## src/rtl/d_dram_arbiter.sv

```systemverilog
// Two-port data-RAM arbiter: grants one byte-addressed request per cycle, extracts and
// extends load lanes, and performs byte/half stores as a two-cycle read-modify-write.
module d_dram_arbiter #(
    parameter int ADDR_W = 14,
    parameter int RR_EN  = 1
) (
    input  logic              clk,
    input  logic              rst,
    input  logic              m0_req_valid,
    output logic              m0_req_ready,
    input  logic              m0_req_we,
    input  logic [1:0]        m0_req_size,
    input  logic              m0_req_signed,
    input  logic [ADDR_W-1:0] m0_req_addr,
    input  logic [31:0]       m0_req_wdata,
    output logic              m0_rsp_valid,
    output logic [31:0]       m0_rsp_rdata,
    output logic              m0_rsp_err,
    input  logic              m1_req_valid,
    output logic              m1_req_ready,
    input  logic              m1_req_we,
    input  logic [1:0]        m1_req_size,
    input  logic              m1_req_signed,
    input  logic [ADDR_W-1:0] m1_req_addr,
    input  logic [31:0]       m1_req_wdata,
    output logic              m1_rsp_valid,
    output logic [31:0]       m1_rsp_rdata,
    output logic              m1_rsp_err,
    output logic [ADDR_W-3:0] ram_addr,
    output logic              ram_wr_en,
    output logic [31:0]       ram_wr_data,
    input  logic [31:0]       ram_rd_data
);

    typedef enum logic {IDLE, RMW} state_t;

    state_t            state;
    logic              ptr;
    logic [ADDR_W-3:0] addr_q;
    logic [31:0]       h_word;
    logic [1:0]        h_lane;
    logic              h_half;
    logic [15:0]       h_wdata;
    logic              h_id;

    logic              idle, grant0, grant1, accept;
    logic              s_we, s_signed, s_err;
    logic [1:0]        s_size, lane;
    logic [ADDR_W-1:0] s_addr;
    logic [31:0]       s_wdata;
    logic [7:0]        ld_byte;
    logic [15:0]       ld_half;
    logic [31:0]       load_data, merged;
    logic              rsp_fire, rsp_id, rsp_e;
    logic [31:0]       rsp_data;

    // No grant while reset is asserted, so nothing is accepted in a reset cycle.
    assign idle   = (state == IDLE) && !rst;
    assign grant1 = idle && m1_req_valid && (!m0_req_valid || ((RR_EN != 0) && ptr));
    assign grant0 = idle && m0_req_valid && !grant1;
    assign accept = grant0 || grant1;
    assign m0_req_ready = grant0;
    assign m1_req_ready = grant1;

    assign s_we     = grant1 ? m1_req_we     : m0_req_we;
    assign s_size   = grant1 ? m1_req_size   : m0_req_size;
    assign s_signed = grant1 ? m1_req_signed : m0_req_signed;
    assign s_addr   = grant1 ? m1_req_addr   : m0_req_addr;
    assign s_wdata  = grant1 ? m1_req_wdata  : m0_req_wdata;
    assign lane     = s_addr[1:0];

    assign s_err = (s_size == 2'b11)
                || (s_size == 2'b01 && s_addr[0])
                || (s_size == 2'b10 && s_addr[1:0] != 2'b00);

    always_comb begin
        ld_byte = ram_rd_data[{lane, 3'b000} +: 8];
        ld_half = s_addr[1] ? ram_rd_data[31:16] : ram_rd_data[15:0];
        case (s_size)
            2'b00:   load_data = {{24{s_signed & ld_byte[7]}}, ld_byte};
            2'b01:   load_data = {{16{s_signed & ld_half[15]}}, ld_half};
            default: load_data = ram_rd_data;
        endcase
    end

    always_comb begin
        merged = h_word;
        if (h_half)
            merged[{h_lane[1], 4'b0000} +: 16] = h_wdata;
        else
            merged[{h_lane, 3'b000} +: 8] = h_wdata[7:0];
    end

    // addr_q tracks ram_addr, so it is also the held word address during RMW.
    assign ram_addr    = accept ? s_addr[ADDR_W-1:2] : addr_q;
    assign ram_wr_en   = (accept && s_we && s_size == 2'b10 && !s_err)
                      || (state == RMW && !rst);
    assign ram_wr_data = (state == RMW) ? merged : s_wdata;

    always_comb begin
        rsp_fire = (state == RMW) || (accept && (s_err || !s_we || s_size == 2'b10));
        rsp_id   = (state == RMW) ? h_id : grant1;
        rsp_e    = (state != RMW) && s_err;
        rsp_data = ((state == RMW) || s_err || s_we) ? '0 : load_data;
    end

    always_ff @(posedge clk) begin
        addr_q       <= ram_addr;
        m0_rsp_valid <= 1'b0;
        m1_rsp_valid <= 1'b0;
        if (rst) begin
            state        <= IDLE;
            ptr          <= 1'b0;
            m0_rsp_rdata <= '0;
            m0_rsp_err   <= 1'b0;
            m1_rsp_rdata <= '0;
            m1_rsp_err   <= 1'b0;
        end else begin
            if (rsp_fire) begin
                if (rsp_id) begin
                    m1_rsp_valid <= 1'b1;
                    m1_rsp_rdata <= rsp_data;
                    m1_rsp_err   <= rsp_e;
                end else begin
                    m0_rsp_valid <= 1'b1;
                    m0_rsp_rdata <= rsp_data;
                    m0_rsp_err   <= rsp_e;
                end
            end
            case (state)
                IDLE: begin
                    if (accept) begin
                        if (RR_EN != 0)
                            ptr <= grant0;
                        if (s_we && !s_err && s_size != 2'b10) begin
                            state   <= RMW;
                            h_word  <= ram_rd_data;
                            h_lane  <= lane;
                            h_half  <= s_size[0];
                            h_wdata <= s_wdata[15:0];
                            h_id    <= grant1;
                        end
                    end
                end
                RMW:     state <= IDLE;
                default: state <= IDLE;
            endcase
        end
    end

endmodule

```

## config.mk

```make
export PLATFORM = sky130hd
export DESIGN_NAME = d_dram_arbiter
export DESIGN_NICKNAME = d
export VERILOG_FILES = /design/src/rtl/d_dram_arbiter.sv
export SDC_FILE = /design/constraint.sdc
export NUM_CORES = 1
export LEC_CHECK = 0
export BUFFER_PORTS_ARGS = -buffer_cell sky130_fd_sc_hd__buf_2
export CORE_UTILIZATION = 36
export DETAILED_ROUTE_END_ITERATION = 7
export GPL_TIMING_DRIVEN = 0
export MAX_ROUTING_LAYER = met4
export SKIP_CTS_REPAIR_TIMING = 1
export SLEW_MARGIN = 20
export SYNTH_ARGS = -nofsm -noshare
export SYNTH_HDL_FRONTEND = slang
export SYNTH_SLANG_ARGS = --single-unit
```

## constraint.sdc

```tcl
create_clock -name clk -period 28.6 [get_ports clk]
set_clock_uncertainty 0.15 [all_clocks]
set_input_delay 2.86 -clock clk [delete_from_list [all_inputs] [get_ports clk]]
set_output_delay 2.86 -clock clk [all_outputs]
set_load 0.02 [all_outputs]
```

==> impl_metrics.toml <==
[sta]
fin_crit_sh_pct = 27.9
relSlewSlack_pct = 30.6
max_freq_mhz = 125
grt_setup_unrepaired = "false"
period_minus_slack_ps = 7990
timing.setup.tns_ps = 0
tightest_slew_ps = 1030
hold_violations = 0
slew_viol_final = 0
fin_hold_ws_ps = 298
setup_viol = 0

[worst_setup_path]
critical_path.most_common_cell = "buf_2"
critPathSlowestCell = "buf_1"
cp.required_ps = 25590
path_delay_family = "buffers and inverters"
r2r_start = "state"
arrival_ps = 4980
path_class = "in2out"
worstSetupStartpointType = "primary input"
crit_fanout = 10
setup.worst_path.start = "rst"
crit_chain = "buf_2 -> nor2_4 -> nand3_2 -> inv_2 -> clkbuf_1 -> buf_1 -> a222oi_1 -> inv_1 -> buf_2"
cpPeakStageDelay_ps = 510
crit_buf_inv = 6
endpoint_kind = "output pin"

[grt]
overflow = 0
grt_usage_pct = 25.2
grt_start_max_net_pins = 17
grt_pass1_vias = 6446
antenna_found_initial = 3
grt_pass1_wl_mm = 36.0

[floorplan]
core_area_sq_um = 18300
die_h_um = 140
num_io_pins = 251
floorplan.initialDensity_pct = 37.3
rows = 49
die_area_sq_um = 19500
die_w_um = 140

[run_status]
status = "finished clean"

[power_and_ir_drop]
powerDensity_nw_per_um2 = 58.4
p_leak_nw = 4.06
seqPwrFrac_pct = 41.0
peakVddDrop_uv = 44.2
netSwitchingFraction_pct = 31.2
p_sw_mw = 0.163
combPwrFrac_pct = 19.4
clockPowerShare_pct = 39.7
internal-power_mw = 0.359
power.total_mw = 0.521

[cts]
ctsLongestPathBuffers = 2
cts_tree = "done"
cts_made_buffers = 17
clkLatencyLatePin_ps = 420
root_buffer = "clkbuf_16"
clock_sinks = 134
clk_pin_slew_ps = 60
cts_max_level = 4

[detailed_routing]
ant_nets = 0
drc = 0
num_vias = 6815
wl_per_cell_um = 19.4
firstDrtPassIters = 7
routed_wirelength_mm = 23.9
vias_per_cell = 5.55
drt_iter0_markers = 561

[synth]
synth_area_leaders = "dfxtp_1 (24%), edfxtp_1 (23%), nand2_1 (7.7%)"
ys.flop_type = "dfxtp_1"
syn-num-nets = 852
synth_area_leader_cell = "dfxtp_1"
ys_types = 72
yosysSeqAreaShare_pct = 47.0
synth-edff-count = 52
ys_warn_count = 0
ys_async_sr_fraction_pct = 0
syn_inst = 711
synth_area_per_cell_sq_um = 9.58
synth_top_area_share_pct = 24.1
netlist_area_sq_um = 6810
ys_ff_latch = 134

[finish]
final_nets = 1125
final_cells = 1229
mostFrequentLayoutCells = "buf_2 (263), nand2_1 (140), dfxtp_1 (82)"
drive_above_1_share_pct = 34.4
layout_commonest_cell = "buf_2"
final_core_util_pct = 48.9
area_growth_pct = 31.1

[placement]
dp.cells = 1194
io_buffer_count = 245
post-dp-hpwl_mm = 18.4
place_congestion = 0.917

[flow_run]
cap_violations = 0

[worst_hold_path]
hold_start = "m0_rsp_rdata[7]"
min_path_type = "reg2reg"
[layer usage]
metal | track usage (%) | share of wire, %
met1 | 31.7 | 45
met2 | 38.5 | 45
met3 | 6.33 | 7.9
met4 | 10.3 | 2.4
met5 | - | 0
[final timing paths]
kind / depth (start not counted) / to / slack (ps)
worst min register to register: 2 / m0_rsp_rdata[7] / 300
worst min-delay path: 2 / m0_rsp_rdata[7] / 300
worst max register to register: 12 / h_wdata[12] / 24560
worst max-delay path: 9 / ram_wr_data[28] / 20610
[kinds of logic (layout without fill, tap and decap cells)]
| family | after synthesis | after routing | synth area share, % |
|---|---|---|---|
| other | 0 | 3 | 0 |
| adders and majority gates | 5 | 5 | 0.918 |
| and+or+nand+nor | 198 | 198 | 13.3 |
| AOI/OAI and AO/OA | 234 | 234 | 26.0 |
| buffers and inverters | 98 | 384 | 6.28 |
| muxes | 42 | 42 | 6.56 |
| DFF | 134 | 134 | 47.0 |
[Yosys cell counts (5+ instances only)]
master    number
inv_1         41
edfxtp_1      52
nand2b_1       5
or2_2          7
nor2_1        11
a32o_1        14
o21ai_1       14
a21oi_1       41
dfxtp_1       82
o211ai_1       7
nand2_1      140
o22ai_1        7
o21ai_0       34
mux2i_1       39
a22o_1        15
a221oi_1      30
o21ai_2       12
nor2b_1        5
ha_1           5
nor3b_1        6
a222oi_1      28
buf_6          5
buf_1          9
buf_2          9
clkbuf_1      27
[stage by stage]
step,instance area [sq um],setup slack [ps]
floorplan,6810,15730
global placement,8320,11510
detailed placement,8380,20570
CTS,8920,20570
global route,8930,20350
finish,8930,20610
[state kept, by name (all words and copies together) (netlist names), 2 cells and up]
| signal | count |
|---|---|
| m1_rsp_rdata | 32 |
| h_wdata | 16 |
| addr_q | 12 |
| h_lane | 2 |
| m0_rsp_rdata | 32 |
| h_word | 32 |
[power by group through the flow]
stage / combinational, mW / clock, mW / sequential, mW
after CTS: 0.101 / 0.210 / 0.213
after global placement: 0.0991 / 0 / 0.219
after detailed placement: 0.100 / 0 / 0.217
after floorplan: 0.0583 / 0 / 0.221
final: 0.101 / 0.207 / 0.214
after global routing: 0.110 / 0.218 / 0.214
[area by class of cell]
type / count / area (sq um)
buffer: 53 / 259
sequential: 134 / 3200
timing repair buffer: 254 / 1270
inverter: 45 / 169
tap: 229 / 287
antenna: 3 / 7.51
clock buffer: 18 / 429
clock inverter: 14 / 111
multi-input combinational: 479 / 3190
fill: 1768 / 9340
[tightest hold or removal path, delay by kind of cell (launching register included)]
kind | cells | cell delay (ps)
flops | 1 | 310
compound gates | 1 | 50
simple gates | 1 | 50
(Power assumes the default switching activity.)
